`config.mk`:
```
export PLATFORM = sky130hd
export DESIGN_NAME = hex_frame_uart_tx
export DESIGN_NICKNAME = d
export VERILOG_FILES = /design/src/rtl/hex_frame_uart_tx_pkg.sv /design/src/rtl/hex_frame_uart_tx_uart_tx_byte.sv /design/src/rtl/hex_frame_uart_tx.sv
export SDC_FILE = /design/constraint.sdc
export NUM_CORES = 1
export LEC_CHECK = 0
export CAP_MARGIN = 5
export CORE_ASPECT_RATIO = 1.2
export CORE_MARGIN = 2
export CORE_UTILIZATION = 40
export CTS_CLUSTER_SIZE = 40
export DETAILED_ROUTE_END_ITERATION = 6
export PLACE_DENSITY_LB_ADDON = 0.05
export SYNTH_ARGS = -nofsm -noshare
export SYNTH_HDL_FRONTEND = slang
export SYNTH_SLANG_ARGS = --single-unit
```
`constraint.sdc`:
```
create_clock -name i_CLK -period 2.8 [get_ports i_CLK]
set_input_delay 0.56 -clock i_CLK [delete_from_list [all_inputs] [get_ports i_CLK]]
set_output_delay 0.56 -clock i_CLK [all_outputs]
set_load 0.005 [all_outputs]
```
`src/rtl/hex_frame_uart_tx_pkg.sv`:
```
// Shared constants, state encodings and helpers for the hex frame UART dump path.
// HEX_FRAME_LINE_CHECKSUM_EN adds the per-line checksum states.
package hex_frame_uart_tx_pkg;

  localparam logic [7:0] HASH = 8'h23;
  localparam logic [7:0] PLUS = 8'h2B;

  typedef enum logic [3:0] {
    ST_IDLE,
    ST_HASH,
    ST_FETCH,
    ST_LATCH,
    ST_HEX,
`ifdef HEX_FRAME_LINE_CHECKSUM_EN
    ST_CSUM_HI,
    ST_CSUM_LO,
`endif
    ST_PLUS,
    ST_DONE
  } frame_state_t;

  typedef enum logic [1:0] {
    TX_IDLE,
    TX_START,
    TX_DATA,
    TX_STOP
  } tx_state_t;

  // Uppercase only: the frame loader accepts nothing else.
  function automatic logic [7:0] nibble_to_ascii(input logic [3:0] nibble);
    return (nibble < 4'd10) ? (8'h30 + {4'h0, nibble}) : (8'h37 + {4'h0, nibble});
  endfunction

  function automatic int clks_per_bit(input int clock_rate, input int baud_rate);
    return clock_rate / baud_rate;
  endfunction

endpackage

```
`src/rtl/hex_frame_uart_tx_uart_tx_byte.sv`:
```
// 8N1 byte serialiser, LSB first; the transmit counterpart of uart_rx.
module uart_tx_byte
  import hex_frame_uart_tx_pkg::*;
#(
  parameter int CLKS_PER_BIT = 12
) (
  input  logic       i_CLK,
  input  logic       i_RST_N,
  input  logic       i_VALID,
  input  logic [7:0] i_DATA,
  output logic       o_READY,
  output logic       o_TX
);

  localparam int CNT_W = $clog2(CLKS_PER_BIT);

  tx_state_t        state, state_d;
  logic [CNT_W-1:0] baud_cnt, baud_cnt_d;
  logic [2:0]       bit_idx, bit_idx_d;
  logic [7:0]       shift_q, shift_d;
  logic             tx_q, tx_d;
  logic             baud_done;

  assign baud_done = (baud_cnt == CNT_W'(CLKS_PER_BIT - 1));
  assign o_READY   = (state == TX_IDLE);
  assign o_TX      = tx_q;

  always_ff @(posedge i_CLK) begin
    if (!i_RST_N) begin
      state    <= TX_IDLE;
      baud_cnt <= '0;
      bit_idx  <= '0;
      shift_q  <= '0;
      tx_q     <= 1'b1;
    end else begin
      state    <= state_d;
      baud_cnt <= baud_cnt_d;
      bit_idx  <= bit_idx_d;
      shift_q  <= shift_d;
      tx_q     <= tx_d;
    end
  end

  // The line level is derived from the next state so o_TX is a clean flop.
  always_comb begin
    state_d    = state;
    baud_cnt_d = baud_cnt + 1'b1;
    bit_idx_d  = bit_idx;
    shift_d    = shift_q;
    tx_d       = 1'b1;
    case (state)
      TX_IDLE: begin
        baud_cnt_d = '0;
        if (i_VALID) begin
          state_d   = TX_START;
          shift_d   = i_DATA;
          bit_idx_d = '0;
        end
      end
      TX_START: begin
        if (baud_done) begin
          state_d    = TX_DATA;
          baud_cnt_d = '0;
        end
      end
      TX_DATA: begin
        if (baud_done) begin
          baud_cnt_d = '0;
          bit_idx_d  = bit_idx + 3'd1;
          if (bit_idx == 3'd7) state_d = TX_STOP;
          else                 shift_d = {1'b0, shift_q[7:1]};
        end
      end
      TX_STOP: begin
        if (baud_done) begin
          state_d    = TX_IDLE;
          baud_cnt_d = '0;
        end
      end
      default: state_d = TX_IDLE;
    endcase
    case (state_d)
      TX_START: tx_d = 1'b0;
      TX_DATA:  tx_d = shift_d[0];
      default:  tx_d = 1'b1;
    endcase
  end

endmodule

```
`src/rtl/hex_frame_uart_tx.sv`:
```
// Frame buffer dump as "#", hex lines and "+" separators over 8N1 UART.
// Define HEX_FRAME_LINE_CHECKSUM_EN to append a two-char nibble sum per line.
module hex_frame_uart_tx
  import hex_frame_uart_tx_pkg::*;
#(
  parameter int CLOCK_RATE  = 27_000_000,
  parameter int BAUD_RATE   = 2_200_000,
  parameter int LINE_PIXELS = 300,
  parameter int NUM_LINES   = 608,
  parameter int ADDR_W      = 10
) (
  input  logic                   i_CLK,
  input  logic                   i_RST_N,
  input  logic                   i_START,
  output logic                   o_BUSY,
  output logic                   o_DONE,
  output logic                   o_RD_EN,
  output logic [ADDR_W-1:0]      o_RD_ADDR,
  input  logic [LINE_PIXELS-1:0] i_RD_DATA,
  output logic                   o_TX
);

  localparam int CLKS_PER_BIT = clks_per_bit(CLOCK_RATE, BAUD_RATE);
  localparam int HEX_CHARS    = LINE_PIXELS / 4;
  localparam int NIB_W        = (HEX_CHARS > 1) ? $clog2(HEX_CHARS) : 1;
  localparam logic [NIB_W-1:0]  LAST_NIB  = NIB_W'(HEX_CHARS - 1);
  localparam logic [ADDR_W-1:0] LAST_LINE = ADDR_W'(NUM_LINES - 1);

  frame_state_t           state, state_d;
  logic [ADDR_W-1:0]      line_idx;
  logic [NIB_W-1:0]       nib_idx;
  logic [LINE_PIXELS-1:0] line_q;
  logic                   tx_valid, tx_ready;
  logic [7:0]             tx_data;
  logic                   done_pulse;
  logic                   last_line;
`ifdef HEX_FRAME_LINE_CHECKSUM_EN
  logic [7:0]             csum_q;
`endif

  assign last_line = (line_idx == LAST_LINE);
  assign o_RD_EN   = (state == ST_FETCH);
  assign o_RD_ADDR = line_idx;
  assign o_DONE    = done_pulse;
  assign o_BUSY    = (state != ST_IDLE) && !done_pulse;

  always_ff @(posedge i_CLK) begin
    if (!i_RST_N) begin
      state    <= ST_IDLE;
      line_idx <= '0;
      nib_idx  <= '0;
      line_q   <= '0;
`ifdef HEX_FRAME_LINE_CHECKSUM_EN
      csum_q   <= '0;
`endif
    end else begin
      state <= state_d;
      case (state)
        ST_IDLE:  if (i_START) line_idx <= '0;
        ST_LATCH: begin
          line_q  <= i_RD_DATA;
          nib_idx <= '0;
`ifdef HEX_FRAME_LINE_CHECKSUM_EN
          csum_q  <= '0;
`endif
        end
        // The current nibble always sits in line_q[3:0].
        ST_HEX: if (tx_ready) begin
          line_q  <= line_q >> 4;
          nib_idx <= nib_idx + 1'b1;
`ifdef HEX_FRAME_LINE_CHECKSUM_EN
          csum_q  <= csum_q + {4'h0, line_q[3:0]};
`endif
        end
        ST_PLUS:  if (tx_ready) line_idx <= line_idx + 1'b1;
        default: ;
      endcase
    end
  end

  always_comb begin
    state_d    = state;
    tx_valid   = 1'b0;
    tx_data    = HASH;
    done_pulse = 1'b0;
    case (state)
      ST_IDLE:  if (i_START) state_d = ST_HASH;
      ST_HASH: begin
        tx_valid = 1'b1;
        tx_data  = HASH;
        if (tx_ready) state_d = ST_FETCH;
      end
      ST_FETCH: state_d = ST_LATCH;
      ST_LATCH: state_d = ST_HEX;
      ST_HEX: begin
        tx_valid = 1'b1;
        tx_data  = nibble_to_ascii(line_q[3:0]);
        if (tx_ready && (nib_idx == LAST_NIB)) begin
`ifdef HEX_FRAME_LINE_CHECKSUM_EN
          state_d = ST_CSUM_HI;
`else
          state_d = last_line ? ST_DONE : ST_PLUS;
`endif
        end
      end
`ifdef HEX_FRAME_LINE_CHECKSUM_EN
      ST_CSUM_HI: begin
        tx_valid = 1'b1;
        tx_data  = nibble_to_ascii(csum_q[7:4]);
        if (tx_ready) state_d = ST_CSUM_LO;
      end
      ST_CSUM_LO: begin
        tx_valid = 1'b1;
        tx_data  = nibble_to_ascii(csum_q[3:0]);
        if (tx_ready) state_d = last_line ? ST_DONE : ST_PLUS;
      end
`endif
      ST_PLUS: begin
        tx_valid = 1'b1;
        tx_data  = PLUS;
        if (tx_ready) state_d = ST_FETCH;
      end
      // Ready again means the last stop bit has fully left the line.
      ST_DONE: begin
        if (tx_ready) begin
          done_pulse = 1'b1;
          state_d    = ST_IDLE;
        end
      end
      default: state_d = ST_IDLE;
    endcase
  end

  uart_tx_byte #(
    .CLKS_PER_BIT(CLKS_PER_BIT)
  ) u_tx_byte (
    .i_CLK  (i_CLK),
    .i_RST_N(i_RST_N),
    .i_VALID(tx_valid),
    .i_DATA (tx_data),
    .o_READY(tx_ready),
    .o_TX   (o_TX)
  );

endmodule

```
### After elaboration in Yosys (flattened, before gate mapping)

Cells that the tools add are included.

| storage, ports and cells | value |
|---|---|
| register bits after elaboration | 339 |
| bits in latches | 0 |
| bits in writable memories | 0 |
| ROM bits | 0 |
| input port bits | 303 |
| output and inout port bits | 14 |
| word-level logic and storage cells | 92 |
| memories | 0 |

| operators by class | value |
|---|---|
| $add $sub $neg | 6 |
| multipliers | 0 |
| div/mod/pow operators | 0 |
| order comparisons | 1 |
| equal/unequal tests | 24 |
| shifts and indexed selects | 0 |
| mux-type cells | 34 |
| bitwise logic cells | 0 |
| reductions and logical operators | 17 |

Operators by type and width:

| operator | count |
|---|---|
| 300-bit one-hot mux with 2 select lines | 1 |
| 300-bit two-way mux | 1 |
| 7-bit one-hot mux with 2 select lines | 2 |
| 8-bit two-way mux | 3 |
| 4-bit one-hot mux with 6 select lines | 1 |
| 10-bit two-way mux | 2 |
| 4-bit two-way mux | 5 |
| 10-bit one-hot mux with 2 select lines | 1 |
| 8-bit one-hot mux with 2 select lines | 1 |
| 6-bit by 4-bit adder with 7-bit output, first input constant | 2 |
| 7-bit two-way mux | 2 |
| 2-bit != test, second input constant | 7 |
| 4-bit by 3-bit equality test with 1-bit output, second input constant | 3 |
| 2-bit two-way mux | 6 |
| 10-bit by 1-bit adder with 10-bit output, second input constant | 1 |
| 10-bit equality test, second input constant | 1 |
| 4-bit by 2-bit equality test with 1-bit output, second input constant | 2 |
| 2-bit one-hot mux with 4 select lines | 1 |
| 4-bit one-hot mux with 2 select lines | 1 |
| 4-bit AND reduction | 2 |
| 7-bit by 1-bit adder with 7-bit output, second input constant | 1 |
| 7-bit equality test, second input constant | 1 |
| 2-bit equality test, second input constant | 3 |
| 3-bit two-way mux | 2 |
| 21 further kinds | 30 |

### Longest topological paths before layout

| depth | value |
|---|---|
| depth in word-level cells | 7 |
| mapped depth | 7 |
| gate-level depth less buffers | 6 |

### Modules after synthesis

From an unflattened synthesis, not the netlist that was laid out.

| second synthesis, totals | value |
|---|---|
| cell total of the unflattened synthesis | 1916 |
| area, all modules | 15730.1 µm² |

Modules (own cells, without submodules):

| module | times used | cells an instance | area an instance (µm²) | seq. area each (µm²) |
|---|---|---|---|---|
| hex_frame_uart_tx | 1 | 1817 | 14762.9 | 6406.1 |
| uart_tx_byte | 1 | 99 | 967.2 | 360.3 |

### Least setup slack after synthesis

No wires, ideal clock.

| path | value |
|---|---|
| kind | input -> register |
| start | in i_START |
| end | reg line_idx[9], in the netlist o_RD_ADDR[9] |
| library setup time | 71 ps |
| arrival | 1962 ps |
| required time | 2729 ps |
| slack | 767 ps |
| cell stages on the path | 4 |
| buffers on the path | 0 |
| cell sequence | or3b_2 > a211o_1 > or4_1 > a21oi_1 |

| on the way | value |
|---|---|
| cells in the longest elaborated chain, start to end | 2 |

Ends and longest elaborated chain:

| element | RTL line | text |
|---|---|---|
| from (decl) | hex_frame_uart_tx.sv:14 | `input logic i_START,` |
| 2-bit != test (no source line) | - |  |
| 3-bit AND reduction (no source line) | - |  |
| to (signal assigned) | hex_frame_uart_tx.sv:75 | `ST_PLUS: if (tx_ready) line_idx <= line_idx + 1'b1;` |
| to (decl) | hex_frame_uart_tx.sv:30 | `logic [ADDR_W-1:0] line_idx;` |

Every way passes these cells.
A chain may end at the register's enable or synchronous reset.

### Final worst setup path

| path | value |
|---|---|
| start | reg u_tx_byte.state[0] |
| end | out o_BUSY |

| on the way | value |
|---|---|
| cells in the longest elaborated chain, start to end | 5 |

Ends and longest elaborated chain:

| element | RTL line | text |
|---|---|---|
| from (decl) | hex_frame_uart_tx_uart_tx_byte.sv:17 | `tx_state_t state, state_d;` |
| from (signal assigned) | hex_frame_uart_tx_uart_tx_byte.sv:36 | `state <= state_d;` |
| 2-bit logical NOT | hex_frame_uart_tx_uart_tx_byte.sv:25 | `assign o_READY = (state == TX_IDLE);` |
| 1-bit two-way mux | hex_frame_uart_tx.sv:125 | `if (tx_ready) begin` |
| 1-bit two-way mux | hex_frame_uart_tx.sv:86 | `case (state)` |
| 1-bit logical NOT | hex_frame_uart_tx.sv:45 | `assign o_BUSY = (state != ST_IDLE) && !done_pulse;` |
| 1-bit logical AND | hex_frame_uart_tx.sv:45 |  |
| to (decl) | hex_frame_uart_tx.sv:15 | `output logic o_BUSY,` |

Every way passes these cells.

==> key figures <==
Clock tree
  • Clk buf depth: 3
  • H-tree Lvls: 2
  • Clk Latency, worst-skew pair: 0.53 ns
  • CTS sink count: 337
  • Num CTS Buffers: 37
  • Clock-pin slew on the worst setup and hold paths: 0.05 ns
  • Setup bufs post-CTS: 0
  • Root Buffer: clkbuf_16
  • CTS tree: built

Synthesis
  • Compound-Gate Fraction of Synth Area: 21.3%
  • Adder-Cell Fraction of Synth Area: 0.599%
  • Mux cell area share after synthesis: 0.137%
  • EDFF count, synth: 0
  • Yosys Warn Count: 0
  • Distinct cells, synth: 52
  • Top cell type by total area after synthesis: dfxtp_1
  • Yosys reg bits: 337
  • Sequential fraction of the synthesis area: 46.2%
  • Synth Area in Simple Gates: 26.3%
  • Ys async rst share: 0%
  • Synth Flop Type: dfxtp_1
  • Syn Nets: 2211
  • Post-Syn Area: 0.0146 mm²
  • Gate Count Post-Synth: 1901
  • Synth area leaders: dfxtp_1, a311oi_1, nand2_1
  • Synth top area share: 46.2%
  • Post-Synth XOR/XNOR Area: 0.360%
  • Main combinational cell family by area after synthesis: simple AND/OR/NAND/NOR gates
  • Syn Area/Cell: 7.69 µm²

Route
  • Initial DRC Count: 799
  • Vias per cell: 5.33
  • Post-DRT Antenna Nets: 0
  • DRC viols: 0
  • Via Count: 14000
  • Total routed wirelength: 40500 µm
  • Initial DRT Pass Iterations: 5
  • Drt wl/cell: 15.5 µm

Placed design
  • DPL Wire Length: 26800 µm
  • Place WS: 0.215 ns
  • GPL Wtd Cong: 0.779
  • Port Buffers: 316

Power
  • Pwr Total: 0.0150 W
  • Pwr Density: 771 mW/mm²
  • LEAKAGE: 6.81 nW
  • Maximum vdd drop: 0.474 mV

Die
  • Num rows: 76
  • I/O pin count: 317
  • Die area: 0.0381 mm²
  • Die width: 178 µm
  • Die height: 213 µm
  • Placeable Area: 0.0359 mm²
  • Initial Util: 40.7%

STA
  • Setup TNS: 0 ns
  • Final min period: 2.55 ns
  • Final WS setup: 0.246 ns
  • Setup violations, final: 0
  • Hold Worst Slack: 0.461 ns
  • Final Hold Fails: 0
  • Fmax: 392 MHz
  • Final worst path period share: 91.2%
  • RSZ-0062 raised after global routing: no
  • Worst Clk Skew: 0.0136 ns
  • Slew margin rel.: 30.9%
  • Fin. max-slew vios: 0
  • Worst-Margin Slew: 1.04 ns

Layout
  • Layout Area Growth over Synthesis: 33.6%
  • Share of layout cells above drive strength 1: 5.30%
  • Net count, final: 2435
  • Fin util: 54.3%

Setup path
  • Max FO, Critical Path: 17
  • Arrival time at the worst endpoint: 1.99 ns
  • CP endpoint kind: output port
  • WS Path Type: reg2out
  • Top Family by Delay on Critical Path: buffers and inverters
  • Max incr delay on CP: 0.44 ns
  • CP max-delay cell: clkdlybuf4s50_1
  • Critical-path cell list: buf_4, nor2_1, nand2_1, a211o_1, clkdlybuf4s50_1
  • Flop-to-flop setup slack: 0.56 ns
  • Buf+Inv Stages, Crit Path: 2
  • Critical Path Source Type: flip-flop
  • CP Data Required Time: 2.24 ns

Global routing
  • Initial antenna violation count: 3
  • Vias in the first global route: 12900
  • GR Util All Layers: 20.4%
  • Largest net degree at the start of global routing: 142
  • GRT overflow: 0
  • First-pass GRT wire length: 64200 µm

Job
  • Maxcap violations: 0

Min path
  • Worst hold path type: reg2reg

Status
  • Outcome: finished, final reports clean
==> cells in the mapped netlist (all sizes together), types with 4 or more instances <==
| cell type | instances |
|---|---|
| nor2 | 318 |
| a311oi | 297 |
| dfxtp | 337 |
| nand3 | 11 |
| clkbuf | 136 |
| ha | 7 |
| nand2 | 610 |
| or2 | 4 |
| a22oi | 4 |
| inv | 13 |
| o21ai | 23 |
| nor3 | 5 |
| buf | 39 |
| a31oi | 5 |
| o31ai | 4 |
| or3 | 12 |
| xnor2 | 4 |
| a21oi | 27 |
==> layer usage <==
metal  share of wire, %  GRT usage [%]  vias up
met5              0.067              0        -
met4                2.3           6.22        4
met3                6.6           3.81       54
met2                 45           32.6      348
met1                 46           28.0     6444
li1                   -              -     7104
==> repair_timing <==
action	4_1_cts	5_1_grt
endpoints found under the setup margin	0	2
gates resized for setup	0	1
hold buffers	0	0
==> registers in the layout (all words and copies together) (netlist names), 2 cells and up <==
name                flops
state                   3
u_tx_byte.bit_idx       3
u_tx_byte.baud_cnt      4
line_q                300
u_tx_byte.state         2
o_RD_ADDR              10
u_tx_byte.shift_q       7
nib_idx                 7
==> report_power, final <==
part | total [W] | switching [W] | internal (W)
Combinational | 0.00360 | 0.00196 | 0.00164
Clock | 0.00515 | 0.00197 | 0.00319
Sequential | 0.00629 | 0.000511 | 0.00578
Total | 0.0150 | 0.00444 | 0.0106
==> kinds of logic (layout without fill, tap and decap cells) <==
family | count (synthesis) | after routing
compound gates | 377 | 377
xor+xnor | 6 | 6
fa+ha+maj | 7 | 7
buf+inv | 188 | 438
flops | 337 | 337
mux | 2 | 2
other cells | 0 | 1
simple gates | 984 | 984
==> path summary, 6_finish.rpt <==
kind	cells past startpoint	startpoint	to
min reg2reg	1	u_tx_byte.baud_cnt[0]	u_tx_byte.baud_cnt[0]
min	1	u_tx_byte.baud_cnt[0]	u_tx_byte.baud_cnt[0]
max reg2reg	5	state[0]	line_q[65]
max	5	u_tx_byte.state[0]	o_BUSY
==> final cells by class <==
cell class | count | area, µm²
clock inverter | 13 | 196
sequential | 337 | 6750
tap | 468 | 586
multi-input combinational | 1376 | 7130
antenna | 1 | 2.50
inverter | 13 | 56.3
fill | 3450 | 16400
clock buffer | 52 | 1090
timing repair buffer | 360 | 3710
==> cells in the final DEF (no fill, tap or decap), types with 7 or more instances in the layout <==
cell             count
a21oi_1             27
a311oi_1           297
buf_12              17
buf_4               27
clkbuf_16           39
clkbuf_8             7
clkdlybuf4s50_1    316
dfxtp_1            336
ha_1                 7
inv_1               12
nand2_1            610
nand3_1             11
nor2_1             317
o21ai_0             23
or3_1               12
==> through the flow <==
step / std cells / area, µm²
after floorplan: 1901 / 14600
after global placement: 2554 / 18200
after detailed placement: 2554 / 18200
after CTS: 2619 / 19500
after global routing: 2620 / 19500
final: 2620 / 19500
No activity file was read; power rests on OpenSTA's default activity.
